**config.mk**
```make
export PLATFORM = sky130hd
export DESIGN_NAME = wb_pipe_buf
export DESIGN_NICKNAME = d
export VERILOG_FILES = /design/src/rtl/wb_pipe_buf.sv
export SDC_FILE = /design/constraint.sdc
export NUM_CORES = 1
export LEC_CHECK = 0
export CORE_MARGIN = 5
export CORE_UTILIZATION = 47
export DETAILED_ROUTE_END_ITERATION = 8
export PLACE_DENSITY = 0.76
export SLEW_MARGIN = 10
export SYNTH_ARGS = -nofsm -noshare
export SYNTH_HDL_FRONTEND = slang
export SYNTH_SLANG_ARGS = --single-unit
export TNS_END_PERCENT = 10
```
**constraint.sdc**
```tcl
create_clock -name clk -period 3 [get_ports clk]
set_input_delay 0.6 -clock clk [delete_from_list [all_inputs] [get_ports clk]]
set_output_delay 0.6 -clock clk [all_outputs]
set_load 0.02 [all_outputs]
```
**src/rtl/wb_pipe_buf.sv**
```systemverilog
`default_nettype none
// ============================================================================
// Module   : wb_pipe_buf
// Purpose  : MEM->WB bundle buffer with a small FIFO, empty-queue bypass,
//            write-back stall/flush handling and x0 write suppression.
// Revision : 1.0 - initial release
// ============================================================================
module wb_pipe_buf #(
   parameter int DATA_W = 32,
   parameter int ADDR_W = 5,
   parameter int LANES  = 1,
   parameter int DEPTH  = 2
) (
   input  logic                      clk,
   input  logic                      rst,
   input  logic                      rdy,
   input  logic                      flush,
   input  logic                      stall_wb,
   input  logic                      in_valid,
   output logic                      in_ready,
   input  logic [LANES-1:0]          in_wreg,
   input  logic [LANES*ADDR_W-1:0]   in_wd,
   input  logic [LANES*DATA_W-1:0]   in_wdata,
   output logic [LANES-1:0]          wb_wreg,
   output logic [LANES*ADDR_W-1:0]   wb_wd,
   output logic [LANES*DATA_W-1:0]   wb_wdata,
   output logic [$clog2(DEPTH):0]    count
);

   localparam int c_PTR_W = $clog2(DEPTH);
   localparam int c_CNT_W = c_PTR_W + 1;
   localparam int c_BW    = LANES * (1 + ADDR_W + DATA_W);

   // Bundle layout in storage: {wreg, wd, wdata}
   logic [c_BW-1:0]           r_mem [DEPTH];
   logic [c_PTR_W-1:0]        r_wr_ptr;
   logic [c_PTR_W-1:0]        r_rd_ptr;
   logic [c_CNT_W-1:0]        r_count;
   logic [LANES-1:0]          r_wb_wreg;
   logic [LANES*ADDR_W-1:0]   r_wb_wd;
   logic [LANES*DATA_W-1:0]   r_wb_wdata;

   logic                      w_push;
   logic                      w_drain;
   logic                      w_empty;
   logic                      w_pop;
   logic                      w_bypass;
   logic                      w_wr;
   logic [c_BW-1:0]           w_in_bundle;
   logic [c_BW-1:0]           w_sel;
   logic [LANES-1:0]          w_sel_wreg;
   logic [LANES*ADDR_W-1:0]   w_sel_wd;
   logic [LANES*DATA_W-1:0]   w_sel_wdata;
   logic [LANES-1:0]          w_mask_wreg;

   assign in_ready    = (r_count < c_CNT_W'(DEPTH));
   assign w_empty     = (r_count == '0);
   assign w_push      = in_valid & in_ready & rdy & ~flush;
   assign w_drain     = rdy & ~flush & ~stall_wb;
   assign w_pop       = w_drain & ~w_empty;
   assign w_bypass    = w_drain & w_empty & w_push;
   // A bypassed bundle goes straight to the output and never occupies a slot
   assign w_wr        = w_push & ~w_bypass;
   assign w_in_bundle = {in_wreg, in_wd, in_wdata};

   always_comb begin
      w_sel = '0;
      if (w_pop)
         w_sel = r_mem[r_rd_ptr];
      else if (w_bypass)
         w_sel = w_in_bundle;
   end

   assign w_sel_wreg  = w_sel[c_BW-1 -: LANES];
   assign w_sel_wd    = w_sel[LANES*DATA_W +: LANES*ADDR_W];
   assign w_sel_wdata = w_sel[LANES*DATA_W-1:0];

   // Writes to register 0 are architecturally discarded
   generate
      for (genvar i = 0; i < LANES; i++) begin : g_lane
         assign w_mask_wreg[i] = w_sel_wreg[i] & (|w_sel_wd[i*ADDR_W +: ADDR_W]);
      end
   endgenerate

   always_ff @(posedge clk) begin
      if (w_wr)
         r_mem[r_wr_ptr] <= w_in_bundle;
   end

   always_ff @(posedge clk or posedge rst) begin
      if (rst) begin
         r_wr_ptr   <= '0;
         r_rd_ptr   <= '0;
         r_count    <= '0;
         r_wb_wreg  <= '0;
         r_wb_wd    <= '0;
         r_wb_wdata <= '0;
      end else if (rdy) begin
         if (flush) begin
            r_wr_ptr   <= '0;
            r_rd_ptr   <= '0;
            r_count    <= '0;
            r_wb_wreg  <= '0;
            r_wb_wd    <= '0;
            r_wb_wdata <= '0;
         end else begin
            r_wb_wreg  <= w_mask_wreg;
            r_wb_wd    <= w_sel_wd;
            r_wb_wdata <= w_sel_wdata;
            if (w_wr)
               r_wr_ptr <= r_wr_ptr + 1'b1;
            if (w_pop)
               r_rd_ptr <= r_rd_ptr + 1'b1;
            if (w_wr && !w_pop)
               r_count <= r_count + 1'b1;
            else if (!w_wr && w_pop)
               r_count <= r_count - 1'b1;
         end
      end
   end

   assign wb_wreg  = r_wb_wreg;
   assign wb_wd    = r_wb_wd;
   assign wb_wdata = r_wb_wdata;
   assign count    = r_count;

endmodule
`default_nettype wire
```
==> metrics <==
GP Congestion 0.804; initial core utilization 0.480; DRC viols 0; gr usage total 0.173; initial antenna violation count 0; Setup CP Type flop to output port; share of the yosys chip area belonging to registers 0.713; antenna viol nets, final 0; Core Box Area roughly 10000 sq um; Seq. cell area ~3300 sq um; outcome finished clean; Critical Path End Type output port; unrepaired setup endpoints after global routing no; Die W approximately 110 um; placed instance area approximately 5700 sq um; DR WL/cell ~17 um; met2 WL around 4700 um; Cell Rows 36; first-pass GRT wire length about 15000 um; HP Class input pin to async pin; via count roughly 3000; vias in the first global route a little over 3000; ys async rst share 0.356; Worst Skew about 0.0052 ns; Max Cap Viol 0; largest net degree at the start of global routing between 40 and 50; I/O Pins between 80 and 90; H-tree depth 4; Max Fclk ~430 MHz; CP startpoint kind flop; grt ovf 0; synth cell count leaders edfxtp_1, dfrtp_1, mux2i_1, a21oi_1, nor2b_1; post-CTS setup buffer count 0; Peak VDD IR approximately 0.0004 V; WP data required about 2.4 ns; Max Used Layer met4; CTS resizes 0; fin. max-slew vios 0; final setup fails 0; critical path arrival roughly 1.7 ns; top-area cell type share of the netlist area 0.488; EDFF count, synth 76; Worst-Margin Slew 0.747 ns; CP Max Fanout 8; TritonRoute pass-1 iters 4; total nets after synthesis approximately 370; fill count about 730; fin util 0.649; layout cells sized above 1 0.110; wl on met1 approximately 4300 um; CTS Sinks 118; # diodes 0; Multi-input gate area 1220 sq um; HPWL after detailed placement ~6200 um; First DRT Iteration DRCs ~160; post-layout min period approximately 2.3 ns; largest cells by area after synthesis edfxtp_1, dfrtp_1, mux2i_1; clock transition at the registers of the reported paths 0.06 ns; count leader, synth edfxtp_1; Yosys warnings 0; Yosys top cell by area edfxtp_1; vias per std cell between 5 and 6; CTS tree built; final worst-path cycle share 0.776; dominant synthesized flop cell edfxtp_1; total CTS buffers 17; final instance area approximately 6300 sq um; Area Growth Syn to Fin 35.2%; CTS Hold Bufs 0; Yosys cell types 32; Pwr Density between 700 and 800 nW/um^2; metal3 WL 647 um; Post-Syn Instances roughly 320; final hold violations 0; CTS root buf clkbuf_8; #FFs+latches synth 118; worst skew pair latency just over 0.5 ns; Clock Path Buffers 2; Port-buffer cells 84; final wirelength about 10000 um; Synth Cell Area between 4000 and 5000 sq um; Slew HR 0.502; Nets 460; die height roughly 110 um; die area 12000 sq um; mean post-synth cell area between 10 and 15 sq um; Lkg Pwr approximately 0.0023 uW; TNS Setup 0 ns
[registers in the layout (all words and copies together), names as in the netlist]
signal	count
count	2
r_rd_ptr	1
wb_wdata	32
wb_wreg	1
wb_wd	5
r_mem	76
r_wr_ptr	1
[cell usage in the layout, fill, tap and decap left out, types with 3 or more instances in the layout]
cell	n
clkdlybuf4s50_1	83
edfxtp_1	76
dfrtp_1	41
mux2i_1	40
a21oi_1	39
nor2b_1	38
o21ai_0	27
clkbuf_16	16
o21ai_1	12
buf_4	6
bufinv_16	5
clkinvlp_4	4
nor2_1	3
inv_1	3
o22ai_1	3
inv_6	3
buf_12	3
[cell type report]
type                    count  share of cell area
inverters                   4             0.00238
multi-input cells         182               0.193
flip-flops and latches    118               0.528
well taps                 133              0.0264
clock buffers              18              0.0662
repair buffers             93               0.149
clock inverters            14              0.0355
[logic make-up (layout without fill, tap and decap cells)]
family	count (synthesis)	count (layout)	synth area share
mux	40	40	0.0857
buf+inv	23	129	0.0281
xor+xnor	1	1	0.00188
compound gates	87	87	0.0986
flops	118	118	0.713
simple gates	54	54	0.0723
[final timing paths]
| kind | depth (start not counted) | slack [ns] | to | start |
|---|---|---|---|---|
| setup / recovery | 2 | 0.67 | in_ready | count[1]$_DFFE_PP0P_ |
| hold / removal | 2 | 0.43 | wb_wdata[30]$_DFFE_PP0P_ | rst |
| setup reg to reg | 4 | 1.05 | wb_wreg$_DFFE_PP0P_ | r_rd_ptr$_DFFE_PP0P_ |
| hold reg to reg | 2 | 0.53 | wb_wdata[1]$_DFFE_PP0P_ | r_mem[1][1]$_DFFE_PP_ |
| max in group asynchronous | 3 | 1.88 | wb_wdata[16]$_DFFE_PP0P_ | rst |
| min in group clk | 2 | 0.53 | wb_wdata[1]$_DFFE_PP0P_ | r_mem[1][1]$_DFFE_PP_ |
[metal layers]
metal | up-vias | track usage
li1 | 1384 | -
met1 | 1464 | 0.224
met2 | 93 | 0.278
met3 | 14 | 0.0558
met4 | 0 | 0.0516
met5 | - | 0
[power by group]
part | switching, uW | internal [uW] | leakage [uW]
Combinational | 269 | 278 | 0.000733
Sequential | 78.9 | 1830 | 0.00126
Clock | 722 | 1440 | 0.000299
[through the flow]
step / instances / hold slack [ns] / total power (uW) / worst slack (ns)
5_1_grt: 562 / 0.446 / 4770 / 0.607
3_3_place_gp: 530 / 0.506 / 2470 / 0.461
2_1_floorplan: 323 / 0.484 / 2220 / 0.421
6_report: 562 / 0.431 / 4620 / 0.671
4_1_cts: 562 / 0.434 / 4640 / 0.662
3_5_place_dp: 530 / 0.519 / 2480 / 0.372
[worst max-delay path: stages (launching register included)]
cell	delay (ns)
dfrtp_1	0.47
inv_1	0.14
clkdlybuf4s50_1	0.62
No activity file was read; power rests on OpenSTA's default activity.
